### config.mk
export PLATFORM = sky130hd
export DESIGN_NAME = parking_gate_ctrl
export DESIGN_NICKNAME = d
export VERILOG_FILES = /design/src/rtl/parking_gate_ctrl.sv
export SDC_FILE = /design/constraint.sdc
export NUM_CORES = 1
export LEC_CHECK = 0
export ABC_AREA = 0
export BUFFER_PORTS_ARGS = -buffer_cell sky130_fd_sc_hd__buf_2
export CAP_MARGIN = 20
export CORE_ASPECT_RATIO = 0.9
export CORE_MARGIN = 1.5
export CORE_UTILIZATION = 59
export CTS_CLUSTER_DIAMETER = 100
export CTS_CLUSTER_SIZE = 24
export DETAILED_ROUTE_END_ITERATION = 8
export PLACE_DENSITY = 0.84
export SYNTH_ARGS = -nofsm -noshare
export SYNTH_HDL_FRONTEND = slang
export SYNTH_SLANG_ARGS = --single-unit
### constraint.sdc
create_clock -name clk -period 6.8 [get_ports clk]
set_input_delay 1.02 -clock clk [delete_from_list [all_inputs] [get_ports clk]]
set_output_delay 1.02 -clock clk [all_outputs]
set_load 0.005 [all_outputs]
### src/rtl/parking_gate_ctrl.sv
// Single-lane parking gate: two-field password admission, tailgate stop, lockout
// after repeated failures, and free-space tracking shown on two 7-segment digits.
module parking_gate_ctrl #(
   parameter int CAPACITY    = 9,
   parameter int PASS_W      = 2,
   parameter int PASS1_KEY   = 1,
   parameter int PASS2_KEY   = 2,
   parameter int WAIT_CYCLES = 3,
   parameter int MAX_TRIES   = 3,
   parameter int LOCK_CYCLES = 16
) (
   input  logic                              clk,
   input  logic                              reset_n,
   input  logic                              sensor_entrance,
   input  logic                              sensor_exit,
   input  logic                              car_leave,
   input  logic [PASS_W-1:0]                 pass1,
   input  logic [PASS_W-1:0]                 pass2,
   output logic                              green_led,
   output logic                              red_led,
   output logic                              gate_open,
   output logic                              full,
   output logic                              lockout,
   output logic [$clog2(CAPACITY+1)-1:0]     free_cnt,
   output logic [6:0]                        HEX_1,
   output logic [6:0]                        HEX_2
);

   localparam int FW = $clog2(CAPACITY + 1);
   localparam int WW = $clog2(WAIT_CYCLES + 1);
   localparam int TW = $clog2(MAX_TRIES + 1);
   localparam int LW = $clog2(LOCK_CYCLES + 1);

   localparam logic [FW-1:0]     CAP_V      = FW'(CAPACITY);
   localparam logic [WW-1:0]     WAIT_LAST  = WW'(WAIT_CYCLES - 1);
   localparam logic [TW-1:0]     TRIES_LAST = TW'(MAX_TRIES - 1);
   localparam logic [LW-1:0]     LOCK_LAST  = LW'(LOCK_CYCLES - 1);
   localparam logic [PASS_W-1:0] KEY1       = PASS_W'(PASS1_KEY);
   localparam logic [PASS_W-1:0] KEY2       = PASS_W'(PASS2_KEY);

   typedef enum logic [2:0] {
      IDLE,
      WAIT_PASSWORD,
      RIGHT_PASS,
      WRONG_PASS,
      STOP,
      LOCKED
   } state_t;

   function automatic logic [6:0] seg7(input logic [3:0] digit);
      logic [6:0] seg;
      case (digit)
         4'd0:    seg = 7'b1000000;
         4'd1:    seg = 7'b1111001;
         4'd2:    seg = 7'b0100100;
         4'd3:    seg = 7'b0110000;
         4'd4:    seg = 7'b0011001;
         4'd5:    seg = 7'b0010010;
         4'd6:    seg = 7'b0000010;
         4'd7:    seg = 7'b1111000;
         4'd8:    seg = 7'b0000000;
         4'd9:    seg = 7'b0010000;
         default: seg = 7'b1111111;
      endcase
      return seg;
   endfunction

   localparam logic [6:0] HEX1_RST = seg7(4'(CAPACITY / 10));
   localparam logic [6:0] HEX2_RST = seg7(4'(CAPACITY % 10));

   state_t        state_q, state_d;
   logic [WW-1:0] wait_q, wait_d;
   logic [TW-1:0] tries_q, tries_d;
   logic [LW-1:0] lock_q, lock_d;
   logic [FW-1:0] free_q, free_d;
   logic          green_q, green_d;
   logic          red_q, red_d;
   logic          gate_q, gate_d;
   logic          full_q, full_d;
   logic          lockout_q, lockout_d;
   logic [6:0]    hex1_q, hex1_d;
   logic [6:0]    hex2_q, hex2_d;

   logic          match;
   logic          lot_full;
   logic          take_space;
   logic [6:0]    cnt_ext;

   assign match    = (pass1 == KEY1) && (pass2 == KEY2);
   assign lot_full = (free_q == '0);

   // Next-state, occupancy and output decode; outputs are derived from the
   // next-state values so that every output comes straight out of a flop.
   always_comb begin
      state_d    = state_q;
      wait_d     = wait_q;
      tries_d    = tries_q;
      lock_d     = lock_q;
      free_d     = free_q;
      take_space = 1'b0;

      case (state_q)
         IDLE: begin
            if (sensor_entrance && !lot_full) begin
               state_d = WAIT_PASSWORD;
               wait_d  = '0;
            end
         end
         WAIT_PASSWORD, WRONG_PASS: begin
            if (wait_q == WAIT_LAST) begin
               wait_d = '0;
               if (match) begin
                  state_d = RIGHT_PASS;
                  tries_d = '0;
               end else if (tries_q == TRIES_LAST) begin
                  state_d = LOCKED;
                  tries_d = tries_q + 1'b1;
                  lock_d  = '0;
               end else begin
                  state_d = WRONG_PASS;
                  tries_d = tries_q + 1'b1;
               end
            end else begin
               wait_d = wait_q + 1'b1;
            end
         end
         RIGHT_PASS: begin
            if (sensor_exit) begin
               take_space = 1'b1;
               state_d    = sensor_entrance ? STOP : IDLE;
            end
         end
         STOP: begin
            if (lot_full) begin
               state_d = IDLE;
            end else if (match) begin
               state_d = RIGHT_PASS;
            end
         end
         LOCKED: begin
            if (lock_q == LOCK_LAST) begin
               state_d = IDLE;
               tries_d = '0;
               lock_d  = '0;
            end else begin
               lock_d = lock_q + 1'b1;
            end
         end
         default: state_d = IDLE;
      endcase

      // A departure on the same edge as an admission hands its space straight over.
      if (take_space && car_leave) begin
         free_d = free_q;
      end else if (car_leave && (free_q != CAP_V)) begin
         free_d = free_q + 1'b1;
      end else if (take_space && (free_q != '0)) begin
         free_d = free_q - 1'b1;
      end

      green_d   = (state_d == RIGHT_PASS);
      gate_d    = (state_d == RIGHT_PASS);
      red_d     = (state_d == WRONG_PASS) || (state_d == STOP) || (state_d == LOCKED);
      lockout_d = (state_d == LOCKED);
      full_d    = (free_d == '0);

      cnt_ext = 7'(free_d);
      hex1_d  = seg7(4'(cnt_ext / 7'd10));
      hex2_d  = seg7(4'(cnt_ext % 7'd10));
   end

   always_ff @(posedge clk) begin
      if (!reset_n) begin
         state_q   <= IDLE;
         wait_q    <= '0;
         tries_q   <= '0;
         lock_q    <= '0;
         free_q    <= CAP_V;
         green_q   <= 1'b0;
         red_q     <= 1'b0;
         gate_q    <= 1'b0;
         full_q    <= (CAPACITY == 0);
         lockout_q <= 1'b0;
         hex1_q    <= HEX1_RST;
         hex2_q    <= HEX2_RST;
      end else begin
         state_q   <= state_d;
         wait_q    <= wait_d;
         tries_q   <= tries_d;
         lock_q    <= lock_d;
         free_q    <= free_d;
         green_q   <= green_d;
         red_q     <= red_d;
         gate_q    <= gate_d;
         full_q    <= full_d;
         lockout_q <= lockout_d;
         hex1_q    <= hex1_d;
         hex2_q    <= hex2_d;
      end
   end

   assign green_led = green_q;
   assign red_led   = red_q;
   assign gate_open = gate_q;
   assign full      = full_q;
   assign lockout   = lockout_q;
   assign free_cnt  = free_q;
   assign HEX_1     = hex1_q;
   assign HEX_2     = hex2_q;

endmodule

==> impl_metrics.ini, run 1 <==
[status]
status = completed

[yosys]
synthArstFlopShare_pct = 0
ys_types = 56
yosys_warnings = 0
synth_top_area_cell = dfxtp_1
yosysMostFrequentCell = dfxtp_1
synthCells = 199
yosysTopAreaCellShare_pct = 33.16
synth_edf_count = 0
synth_area_leaders = dfxtp_1, ha_1, nand2_1
synth_ff_type = dfxtp_1
seq_area_frac_synth_pct = 33.16
yosys-top-cells-count = dfxtp_1, nand2_1, nor2_1
syn_area_um2 = 1690
ys_ff_latch = 28
synth.avg_cell_area_um2 = 8.494

[final_layout]
nNetsFinal = 236
area_growth_pct = 8.216
instances_no_fill = 256
layout.area.seq_um2 = 560.5
drive_gt1_share_pct = 18.06
num-fill-cells = 210
multiInputGateArea_um2 = 988.4
diodes = 0

[sta]
clock_skew_ps = 1.524
post-route-min-period_ps = 3541
fin_setup_tns_ps = 0
final-hold-violation-count = 0
holdWs_ps = 477.4
worst_slack_ps = 3259
rsz0062_at_grt = no
finalSetupViolCount = 0
slew_headroom_pct = 45.59
max_freq_ghz = 0.2824
fin_crit_sh_pct = 52.07
slew_violations = 0
worst_pin_slew_ps = 814.6

[critical_path]
path_cells = buf_2, a21boi_2, o41a_1, a211o_1, a211oi_2, a21oi_1, ha_1, or3_1, a21oi_1, a41o_1
slowest_stage = a211oi_2
critPathLaunchType = input port
cp_common_cell = a21oi_1
cpPeakStageDelay_ps = 650
cp_max_fo = 12
critPathRequiredTime_ps = 7090
crit_arrival_ps = 3830
crit_path_end_kind = register
crit_type = in2reg

[routing]
detail_route.vias_per_cell = 5.906
routed_wl_um = 3463
first_pass_iters = 4
ant_nets = 0
via_count = 1512
drc = 0
wire_per_inst_um = 13.53
drt_iter0_drc = 80

[placed_design]
gp_congestion = 0.9215
dp_cells = 252
hpwlAfterDp_um = 2534
place_ws_ps = 2912
io_buffers = 28

[floorplanning]
fp.dieArea_um2 = 3196
rows = 18
io_pins = 32
start_util_pct = 62.03
core_region_area_um2 = 2725
die_x_um = 59.42
dieHeight_um = 53.78

[global_routing]
grt_antenna_before_repair = 0
grt_max_degree = 18
grt_overflow_total = 0
grt_pass1_vias = 1324
grtUsageTotal_pct = 22.61
grt_pass1_wl_um = 5499

[cts]
cts_sinks = 28
clock_latency_ps = 330
post_cts_buffers = 0
cts_buffers = 3
root_buffer = clkbuf_4
postCtsHoldBufs = 0
max-clock-path-buffers = 2
path_clk_slew_ps = 150
cts_resized = 0
cts_tree = built
h-tree-depth = 1

[power_and_ir_drop]
p_leak_nw = 0.8110
finalPower_mw = 0.3870
irDropWorstVdd_v = 0.0001390
power_density_nw_per_um2 = 211.6

[run]
max_cap_violations = 0

[worst_hold_path]
hold_class = reg2reg
## worst max-delay path, delay by kind of cell
| family | cells | cell delay [ps] |
|---|---|---|
| AND/OR/NAND/NOR | 1 | 370 |
| buffers and inverters | 1 | 170 |
| adder cells (fa/ha/maj) | 1 | 280 |
| AO/OA/AOI/OAI | 7 | 1990 |
## final timing paths
path / startpoint / end / slack, ps / depth (start not counted)
setup / recovery: car_leave / HEX_2[5]$_SDFF_PN0_ / 3260 / 10
hold / removal: tries_q[1]$_SDFFE_PN0P_ / tries_q[1]$_SDFFE_PN0P_ / 480 / 2
setup reg to reg: free_cnt[0]$_SDFF_PN1_ / HEX_2[5]$_SDFF_PN0_ / 3290 / 11
hold reg to reg: tries_q[1]$_SDFFE_PN0P_ / tries_q[1]$_SDFFE_PN0P_ / 480 / 2
## routing by layer
metal | vias up | part of all wire (%) | GRT usage [%]
met5 | - | 0 | 0
met4 | 0 | 0.38 | 7.955
met3 | 2 | 5.5 | 5.288
met2 | 55 | 52 | 41.21
met1 | 714 | 42 | 25.81
li1 | 741 | - | -
## logic make-up after synthesis
| logic type | Yosys count | share of synthesized area (%) |
|---|---|---|
| compound gates | 45 | 18.95 |
| xor+xnor | 1 | 0.5182 |
| fa+ha+maj | 10 | 7.402 |
| buf+inv | 26 | 8.586 |
| flops | 28 | 33.16 |
| mux | 4 | 3.109 |
| other cells | 2 | 0.4443 |
| simple gates | 83 | 27.83 |
## metrics by stage
stage	instance area, um2	util (%)
global placement	1777	65.20
CTS	1829	67.13
finish	1829	67.13
global route	1829	67.13
detailed placement	1777	65.20
floorplan	1694	-
## cells in the final DEF, fill, tap and decap left out, types with 2 or more instances in the layout
| master | instances |
|---|---|
| dfxtp_1 | 28 |
| buf_2 | 28 |
| nand2_1 | 17 |
| nor2_1 | 14 |
| inv_1 | 10 |
| a21oi_1 | 10 |
| ha_1 | 10 |
| nand3_1 | 8 |
| o21ai_0 | 7 |
| nor3_1 | 5 |
| and2_1 | 5 |
| a211oi_1 | 4 |
| and3_1 | 4 |
| nand2b_1 | 4 |
| nor4_1 | 3 |
| nor2b_1 | 3 |
| or3_1 | 3 |
| a31oi_1 | 3 |
| mux2i_1 | 3 |
| conb_1 | 3 |
| clkbuf_4 | 3 |
| nand4bb_1 | 2 |
| and3b_1 | 2 |
| nand4_1 | 2 |
| o31ai_1 | 2 |
| nand4b_1 | 2 |
| o21a_1 | 2 |
| o211ai_1 | 2 |
## registers in the layout, indices dropped and copies added, names as in the netlist
register   cells
wait_q         2
state_q        3
gate_open      1
lock_q         5
HEX_2          7
lockout        1
tries_q        2
full           1
red_led        1
HEX_1          1
free_cnt       4
## power by group
part           internal [mW]  total, mW  switching [mW]
logic                 0.0416     0.0929          0.0513
clock network         0.0597      0.110          0.0501
registers              0.175      0.184         0.00978
total                  0.276      0.387           0.111
## final cells by class
| cell class | instances | area share, % |
|---|---|---|
| Multi-Input combinational cell | 146 | 54.04 |
| Sequential cell | 28 | 30.64 |
| Timing Repair Buffer | 28 | 7.661 |
| Tap cell | 40 | 2.736 |
| Inverter | 10 | 2.052 |
| Clock inverter | 1 | 1.642 |
| Clock buffer | 3 | 1.231 |
No activity file was read; power rests on OpenSTA's default activity.
==> run 2, diff against run 1 <==
- CORE_UTILIZATION: 59 -> 55
- PLACE_DENSITY: 0.84 -> 0.79
- clock period: 6.8 -> 3.6 ns (I/O delays scaled with it)
==> impl_metrics.ini, run 2 (synthesis results as in run 1) <==
[status]
status = completed

[power_and_ir_drop]
irDropWorstVdd_v = 0.0003673
comb_power_share_pct = 27.6
power_switching_mw = 0.2001
p_clk_share_pct = 18.8
p_int_mw = 0.4505
power_density_nw_per_um2 = 360.1
p_leak_nw = 0.8017
power_frac_seq_pct = 53.5
sw_frac_of_total_pct = 30.76

[routing]
detail_route.vias_per_cell = 5.855
wire_per_inst_um = 13.32
ant_nets = 0
via_count = 1499
first_pass_iters = 4
drt_iter0_drc = 108
drc = 0
routed_wl_um = 3409

[sta]
worst_slack_ps = 552.4
fin_setup_tns_ps = 0
slew_violations = 0
post-route-min-period_ps = 3048
max_freq_ghz = 0.3281
finalSetupViolCount = 0
slew_headroom_pct = 49.66
clock_skew_ps = 4.632
fin_crit_sh_pct = 84.66
rsz0062_at_grt = no
final-hold-violation-count = 0
worst_pin_slew_ps = 748.8

[global_routing]
grtUsageTotal_pct = 21.03
grt_pass1_vias = 1268
grt_overflow_total = 0
grt_antenna_before_repair = 0
grt_max_degree = 18
grt_pass1_wl_um = 5664

[floorplanning]
core_region_area_um2 = 2838
dieHeight_um = 55.60
die_x_um = 61.44
rows = 18
start_util_pct = 59.57
fp.dieArea_um2 = 3415
io_pins = 32

[final_layout]
largest_reg_flops = 7
area_growth_pct = 6.884
drive_gt1_share_pct = 18.06
layout_common_cells = dfxtp_1, buf_2, nand2_1, nor2_1
nNetsFinal = 237
num-fill-cells = 242
diodes = 0

[cts]
path_clk_slew_ps = 130
cts_resized = 0
post_cts_buffers = 0
clock_latency_ps = 320
max-clock-path-buffers = 2
cts_tree = built
postCtsHoldBufs = 0
cts_sinks = 28
h-tree-depth = 1
root_buffer = clkbuf_4
cts_buffers = 3

[placed_design]
io_buffers = 28
hpwlAfterDp_um = 2561
place_ws_ps = 676.1
gp_congestion = 0.8585

[critical_path]
crit_type = reg2reg
critPathLaunchType = register
cp_max_fo = 9
critPathRequiredTime_ps = 3870
crit_path_end_kind = register
crit_arrival_ps = 3320
ff2ff_setup_slack_ps = 550

[worst_hold_path]
hold_class = reg2reg

[run]
max_cap_violations = 0
==> run 2: changes by cell type in the layout (fill, tap and decap cells not counted) <==
cell	previous run	this run
bufinv_16	1	0
buf_4	0	1
==> run 2: final cells by class <==
class	count	area, um2	share of cell area [%]
multi-input cells	146	988.4	54.71
flip-flops and latches	28	560.5	31.03
repair buffers	29	147.6	8.172
well taps	40	50.05	2.770
inverters	10	37.54	2.078
clock buffers	3	22.52	1.247
==> run 2: metal layers <==
metal / vias to the layer above / track usage [%] / wire (um) / part of all wire, %
met5: - / 0 / 0 / 0
met4: 0 / 3.040 / 15 / 0.44
met3: 2 / 4.884 / 181 / 5.3
met2: 58 / 31.76 / 1601 / 47
met1: 695 / 31.28 / 1610 / 47
li1: 744 / - / - / -
==> run 2: through the flow <==
stage          hold slack, ps  cells  cell area (um2)  util [%]  total power, mW
3_3_place_gp            442.5    253             1784     62.87           0.5248
5_1_grt                 505.6    256             1807     63.67           0.6961
4_1_cts                 473.4    256             1807     63.67           0.6560
3_5_place_dp            454.3    253             1784     62.87           0.5319
2_1_floorplan           432.3    200             1694         -           0.4935
6_report                471.3    256             1807     63.67           0.6506
==> run 2: worst max-delay path, cell delays in order, from the launching register on <==
cell	delay (ps)
dfxtp_1	420
inv_1	120
ha_1	200
nor3b_1	520
o22ai_1	180
a21oi_1	300
and2_1	190
and2_4	150
a21oi_1	70
ha_1	240
or3_1	370
a21oi_1	130
a41o_1	100
==> run 2: power groups by stage <==
stage	logic (mW)	registers, mW	clock network [mW]
floorplan	0.142	0.351	0
global placement	0.172	0.353	0
detailed placement	0.177	0.355	0
CTS	0.179	0.348	0.129
global route	0.201	0.352	0.143
finish	0.180	0.348	0.123
==> run 2: final timing paths <==
| check | from | endpoint | cells after the start |
|---|---|---|---|
| setup / recovery | free_cnt[0]$_SDFF_PN1_ | HEX_2[5]$_SDFF_PN0_ | 12 |
| hold / removal | tries_q[1]$_SDFFE_PN0P_ | tries_q[1]$_SDFFE_PN0P_ | 2 |
| setup reg to reg | free_cnt[0]$_SDFF_PN1_ | HEX_2[5]$_SDFF_PN0_ | 12 |
| hold reg to reg | tries_q[1]$_SDFFE_PN0P_ | tries_q[1]$_SDFFE_PN0P_ | 2 |
